--- src/rtl/useful_sweep_ctrl_if.sv ---
// Table-port and sweep-trigger signals between the useful-bit sweep controller
// and its surrounding predictor logic.
interface useful_sweep_ctrl_if #(
  parameter int ADDR_W = 10
);
  logic              br_retire;
  logic              sweep_force;
  logic              lookup_req;
  logic [ADDR_W-1:0] cnt_addr;
  logic              cnt_en;
  logic              cnt_clr;
  logic [1:0]        wr_op;
  logic [ADDR_W-1:0] wr_addr;
  logic              busy;
  logic              done;

  modport master (
    output br_retire, sweep_force, lookup_req, cnt_addr,
    input  cnt_en, cnt_clr, wr_op, wr_addr, busy, done
  );

  modport slave (
    input  br_retire, sweep_force, lookup_req, cnt_addr,
    output cnt_en, cnt_clr, wr_op, wr_addr, busy, done
  );
endinterface

--- src/rtl/useful_sweep_ctrl.sv ---
// Useful-bit sweep controller: clears the whole table after reset, then
// periodically clears alternate useful-bit halves, yielding to predictor lookups.
module useful_sweep_ctrl #(
  parameter int ADDR_W   = 10,
  parameter int PERIOD_W = 18
) (
  input  logic                clk,
  input  logic                reset,
  useful_sweep_ctrl_if.slave  bus
);

  typedef enum logic [1:0] {INIT, IDLE, SWEEP} state_t;

  state_t              state_q;
  logic                phase_q;
  logic [PERIOD_W-1:0] br_cnt_q;
  logic                done_q;

  logic active;
  logic grant;
  logic last_addr;

  assign active    = !reset && (state_q != IDLE);
  assign grant     = active && !bus.lookup_req;
  assign last_addr = (bus.cnt_addr == {ADDR_W{1'b1}});

  assign bus.cnt_en  = grant;
  // Holding the counter clear in IDLE guarantees every pass starts at 0.
  assign bus.cnt_clr = !reset && (state_q == IDLE);
  assign bus.wr_addr = bus.cnt_addr;
  assign bus.busy    = reset || (state_q != IDLE);
  assign bus.done    = done_q && !reset;

  always_comb begin
    bus.wr_op = 2'b00;
    if (grant) begin
      if (state_q == INIT) bus.wr_op = 2'b01;
      else                 bus.wr_op = phase_q ? 2'b11 : 2'b10;
    end
  end

  always_ff @(posedge clk) begin
    if (reset) begin
      state_q  <= INIT;
      phase_q  <= 1'b0;
      br_cnt_q <= '0;
      done_q   <= 1'b0;
    end else begin
      done_q <= 1'b0;
      unique case (state_q)
        INIT: begin
          if (grant && last_addr) begin
            state_q <= IDLE;
            done_q  <= 1'b1;
          end
        end
        SWEEP: begin
          if (grant && last_addr) begin
            state_q <= IDLE;
            done_q  <= 1'b1;
            phase_q <= ~phase_q;
          end
        end
        IDLE: begin
          // Both triggers together still enter exactly one sweep.
          if (bus.sweep_force || (bus.br_retire && (br_cnt_q == {PERIOD_W{1'b1}}))) begin
            state_q  <= SWEEP;
            br_cnt_q <= '0;
          end else if (bus.br_retire) begin
            br_cnt_q <= br_cnt_q + 1'b1;
          end
        end
        default: state_q <= INIT;
      endcase
    end
  end

endmodule

--- src/flat_wrapper.sv ---
// flat-port wrapper written by rule: the top's interface ports become plain ports
module useful_sweep_ctrl_flat 
#(
  parameter int ADDR_W   = 10,
  parameter int PERIOD_W = 18
)
  (clk, reset, bus_br_retire, bus_sweep_force, bus_lookup_req, bus_cnt_addr, bus_cnt_en, bus_cnt_clr, bus_wr_op, bus_wr_addr, bus_busy, bus_done);
  useful_sweep_ctrl_if #(.ADDR_W(ADDR_W)) bus_i ();
  input  logic clk;
  input  logic reset;
  input wire logic [$bits(bus_i.br_retire)-1:0] bus_br_retire;
  input wire logic [$bits(bus_i.sweep_force)-1:0] bus_sweep_force;
  input wire logic [$bits(bus_i.lookup_req)-1:0] bus_lookup_req;
  input wire logic [$bits(bus_i.cnt_addr)-1:0] bus_cnt_addr;
  output wire logic [$bits(bus_i.cnt_en)-1:0] bus_cnt_en;
  output wire logic [$bits(bus_i.cnt_clr)-1:0] bus_cnt_clr;
  output wire logic [$bits(bus_i.wr_op)-1:0] bus_wr_op;
  output wire logic [$bits(bus_i.wr_addr)-1:0] bus_wr_addr;
  output wire logic [$bits(bus_i.busy)-1:0] bus_busy;
  output wire logic [$bits(bus_i.done)-1:0] bus_done;
  assign bus_i.br_retire = bus_br_retire;
  assign bus_i.sweep_force = bus_sweep_force;
  assign bus_i.lookup_req = bus_lookup_req;
  assign bus_i.cnt_addr = bus_cnt_addr;
  assign bus_cnt_en = bus_i.cnt_en;
  assign bus_cnt_clr = bus_i.cnt_clr;
  assign bus_wr_op = bus_i.wr_op;
  assign bus_wr_addr = bus_i.wr_addr;
  assign bus_busy = bus_i.busy;
  assign bus_done = bus_i.done;
  useful_sweep_ctrl #(.ADDR_W(ADDR_W), .PERIOD_W(PERIOD_W)) u_core (.clk(clk), .reset(reset), .bus(bus_i));
endmodule
--- config.mk ---
export PLATFORM = sky130hd
export DESIGN_NAME = useful_sweep_ctrl_flat
export DESIGN_NICKNAME = d
export VERILOG_FILES = /design/src/rtl/useful_sweep_ctrl_if.sv /design/src/rtl/useful_sweep_ctrl.sv /design/src/flat_wrapper.sv
export SDC_FILE = /design/constraint.sdc
export NUM_CORES = 1
export LEC_CHECK = 0
export ABC_AREA = 1
export CORE_MARGIN = 8
export CORE_UTILIZATION = 66
export DETAILED_ROUTE_END_ITERATION = 6
export DONT_BUFFER_PORTS = 1
export PLACE_DENSITY = 0.82
export SETUP_SLACK_MARGIN = 0.02
export SKIP_CTS_REPAIR_TIMING = 1
export SLEW_MARGIN = 0
export SYNTH_ARGS = -nofsm -noshare
export SYNTH_HDL_FRONTEND = slang
export SYNTH_SLANG_ARGS = --single-unit
--- constraint.sdc ---
create_clock -name clk -period 2.95 [get_ports clk]
set_input_delay 0.59 -clock clk [delete_from_list [all_inputs] [get_ports clk]]
set_output_delay 0.59 -clock clk [all_outputs]
set_load 0.02 [all_outputs]
### Word-level counts from Yosys, hierarchy flattened

Cells that the tools add are included.

* register bits after elaboration: 22
* logic and storage cells: 40

* multiplexer cells: 9
* equality and inequality tests: 7
* reduce and logical (&&, ||, !) cells: 17
* $add $sub $neg: 1
* bitwise gates (word level): 2

Operators with widths (number)
* $mux W18: 2
* $add A18 B1 Y18 const B: 1
* $eq A18 B18 Y1 const B: 1
* $eq A10 B10 Y1 const B: 1
* $mux W2: 4
* $logic_and A1 B1 Y1: 6
* $reduce_and A2 Y1: 3
* $ne A2 B1 Y1 const B: 2
* $pmux W2 S2: 1
* $reduce_or A2 Y1: 2
* $eq A2 B1 Y1 const B: 1
* $eq A2 B2 Y1 const B: 1
* $logic_not A1 Y1: 2
* $logic_not A2 Y1: 1
* $logic_or A1 B1 Y1: 2
* $mux W1: 2
* $ne A2 B2 Y1 const B: 1
* $not A1 Y1: 2
* $reduce_bool A2 Y1: 1

### Logic depth before layout (Yosys ltp)

* depth in word-level cells: 6
* mapped depth: 10
* depth with buffers taken out: 10

### Worst setup path after synthesis

No wires, ideal clock.

* path type: input to output
* start point: input reset
* end point: output bus_busy
* required time: 2360 ps
* setup slack: 1062 ps
* buffers on the path: 1
* cell stages on the path: 3
* arrival: 1298 ps
* cells stage by stage: clkbuf_1 > nor2_1 > inv_1

* word-level cells in the longest chain between the ends: 1

Ends and longest elaborated chain
* start: declaration: line flat_wrapper.sv:10 `input logic reset;`
* $logic_or A1 B1 Y1: line useful_sweep_ctrl.sv:31 `assign bus.busy = reset || (state_q != IDLE);`
* end: declaration: line flat_wrapper.sv:19 `output wire logic [$bits(bus_i.busy)-1:0] bus_busy;`

Every way passes these cells.

### Worst setup path in the final report

* start point: register u_core.state_q[1]
* end point: output bus_busy

* word-level cells in the longest chain between the ends: 2

Ends and longest elaborated chain
* start: declaration: line useful_sweep_ctrl.sv:14 `state_t state_q;`
* start signal: assignment: line useful_sweep_ctrl.sv:44 `state_q <= INIT;`
* start signal: assignment: line useful_sweep_ctrl.sv:53 `state_q <= IDLE;`
* start signal: assignment: line useful_sweep_ctrl.sv:59 `state_q <= IDLE;`
* $ne A2 B1 Y1: line useful_sweep_ctrl.sv:31
* $logic_or A1 B1 Y1: line useful_sweep_ctrl.sv:31

Every way passes these cells.

==> run_results.csv <==
group,metric,value,unit
pwr,p_int,439,uW
sta,fin_skew,3.62,ps
yosys,synth-simple-area-share,0.400,
sta,slew_headroom,0.579,
drt,vias_per_cell,5.72,
sta,fin_crit,2090,ps
die,dieHeight,62.3,um
pwr,cellLeakagePower,0.000509,uW
yosys,synth.yosys.warnings,0,
sta,setup_tns,0,ps
cells_and_area,drive_gt1_frac,0.105,
sta,max_freq,0.478,GHz
global_route,grt_max_degree,26,
cells_and_area,final_cell_area,1400,sq um
yosys,synth-compound-area-share,0.138,
setup_path,reg2regPathDepth,10,
setup_path,arrival,1500,ps
setup_path,reg2reg_from,"u_core.br_cnt_q[0]$_SDFFE_PP0P_",
yosys,async_flop_share,0,
clocking,numCtsBuffers,3,
place,postPlaceCellArea,1340,sq um
yosys,synthAdderAreaFrac,0.00886,
setup_path,end_kind,"output pin",
drt,drcViolationCount,0,
pwr,clkPwrFrac,0.429,
yosys,muxShareOfSynthArea,0,
yosys,syn_nets,228,
yosys,synth_top_area_cell,"dfxtp_1",
yosys,synth_commonest_cells,"52 x nand2_1, 30 x nor2_1, 22 x dfxtp_1",
run_status,status,"finished, final reports clean",
pwr,ir_worst_vdd,0.000268,V
yosys,synth-main-ff-cell,"dfxtp_1",
drt,vias,1299,
yosys,synth.cell_area,1410,sq um
clocking,ctsHtreeMaxLevel,1,
sta,finalCritPeriodShare,0.709,
sta,worst_pin_slew,627,ps
yosys,ys_top_cells_by_area,"dfxtp_1 31%, nand2_1 14%, nor2_1 8.0%",
clocking,cts.root.buffer_cell,"clkbuf_4",
sta,setup_viol,0,
setup_path,r2r_end,"u_core.br_cnt_q[10]$_SDFFE_PP0P_",
flow_run,cap_viol_max_count,0,
yosys,yosysSeqAreaShare,0.312,
sta,hold_viol,0,
drt,dr.pass1.iters,4,
global_route,gr-total-overflow,0,
cells_and_area,nNetsFinal,217,
cells_and_area,antenna_cells,0,
yosys,synth_xor_area_frac,0.0248,
clocking,cts.sinks,22,
sta,setup_ws,859,ps
yosys,synth-edff-count,0,
clocking,cts_tree,"done",
pwr,p_switching,113,uW
clocking,clk_pin_slew_worst_paths,130,ps
yosys,yosysTopAreaCellShare,0.312,
global_route,grtUsageTotal,0.157,
drt,initialDrtViolationCount,41,
yosys,synth_seq_cells,22,
global_route,antenna_found_initial,0,
pwr,swShare,0.205,
setup_path,rrSetupSlack,1160,ps
global_route,grt_pass1_wl,5260,um
yosys,syn_inst,212,
pwr,p_per_area,396,nW/um^2
die,die_area,3880,sq um
clocking,clkLatencyLatePin,310,ps
worst_hold_path,hp-class,"in2reg",
yosys,synth.distinct_cells,33,
worst_hold_path,hold_end,"u_core.br_cnt_q[1]$_SDFFE_PP0P_",
place,dp_slack,1160,ps
pwr,seqPwrFrac,0.539,
clocking,clock_path_buffers,2,
global_route,grt_pass1_vias,1210,
die,io-pin-count,31,
die,initial_core_util,0.713,
drt,ant_nets,0,
setup_path,cp-start-kind,"register",
cells_and_area,synthToLayoutAreaGrowth,-1.24,%
place,gp_congestion,0.899,
setup_path,cp_max_fo,4,
drt,wl_per_cell,13.9,um
sta,finalHoldWorstSlack,323,ps
worst_hold_path,hp-start,"reset",
place,hpwl,2330,um
setup_path,worstPathRequired,2360,ps
yosys,yosysMostFrequentCell,"nand2_1",
sta,drv_slew,0,
drt,drt-total-wl,3150,um
setup_path,crit_type,"reg2out",
die,die_w,62.3,um
die,num_rows,16,
yosys,avgSynthCellArea,6.66,sq um
worst_hold_path,whs_path_depth,1,
die,core,1980,sq um
place,port_buffers,0,
sta,rsz0062_at_grt,"false",
yosys,synth_top_family_by_area,"simple AND/OR/NAND/NOR gates",
pwr,pwr-share-comb,0.033,
## worst max-delay path, stage by stage, from the launching register on
cell	delay, ps
dfxtp_1	340
inv_1	110
nand2_1	120
nor2_1	370
inv_1	250
## worst max path at each step
stage	start	to	slack [ps]
after CTS	u_core.state_q[1]$_SDFFE_PP0P_	bus_busy	860
final	u_core.state_q[1]$_SDFFE_PP0P_	bus_busy	860
after global routing	u_core.state_q[0]$_SDFFE_PP0P_	bus_busy	770
after detailed placement	reset	bus_busy	1160
after global placement	reset	bus_busy	1170
after floorplan	reset	bus_busy	1060
## cell families (layout without fill, tap and decap cells)
group | after synthesis | count (layout)
flops | 22 | 22
buf+inv | 31 | 19
xor+xnor | 4 | 4
simple gates | 121 | 121
fa+ha+maj | 1 | 1
compound gates | 33 | 33
## power by group through the flow
stage | Clock, uW | Combinational [uW] | Sequential [uW]
6_report | 237 | 18.1 | 297
4_1_cts | 234 | 18.0 | 297
3_5_place_dp | 0 | 17.9 | 304
2_1_floorplan | 0 | 38.4 | 304
3_3_place_gp | 0 | 17.4 | 304
5_1_grt | 249 | 19.7 | 297
## per-stage QoR
| step | instances | util | total power (uW) |
|---|---|---|---|
| floorplan | 212 | - | 342 |
| global route | 227 | 0.704 | 566 |
| detailed placement | 223 | 0.677 | 322 |
| finish | 227 | 0.704 | 552 |
| CTS | 227 | 0.704 | 549 |
| global placement | 223 | 0.677 | 321 |
## cell usage in the layout, fill, tap and decap left out, drive strengths merged
cell and n:
a21o 1, a21oi 20, and3 1, buf 1, bufinv 1, clkbuf 3
dfxtp 22, ha 1, inv 14, nand2 56, nand3 15, nand4 9
nor2 34, nor3 2, nor3b 1, o21ai 10, o21bai 2, or2 2
or3 1, xnor2 2, xor2 2
## metal layers
metal  GRT usage  part of all wire  routed length, um
met1       0.183              0.44               1380
met2       0.266              0.49               1530
met3      0.0376             0.063                198
met4      0.0655             0.013                 40
met5           0                 0                  0
## area by class of cell
type / count / area (sq um)
clock buffer: 3 / 22.5
inverter: 14 / 52.6
sequential: 22 / 440
fill: 174 / 587
tap: 27 / 33.8
timing repair buffer: 1 / 7.51
multi-input combinational: 159 / 808
clock inverter: 1 / 30.0
## state kept, by name, indices dropped and copies added, names as in the netlist
register	count
u_core.br_cnt_q	18
u_core.state_q	2
u_core.done_q	1
u_core.phase_q	1
Note: power is estimated with default switching activity, not from simulation.
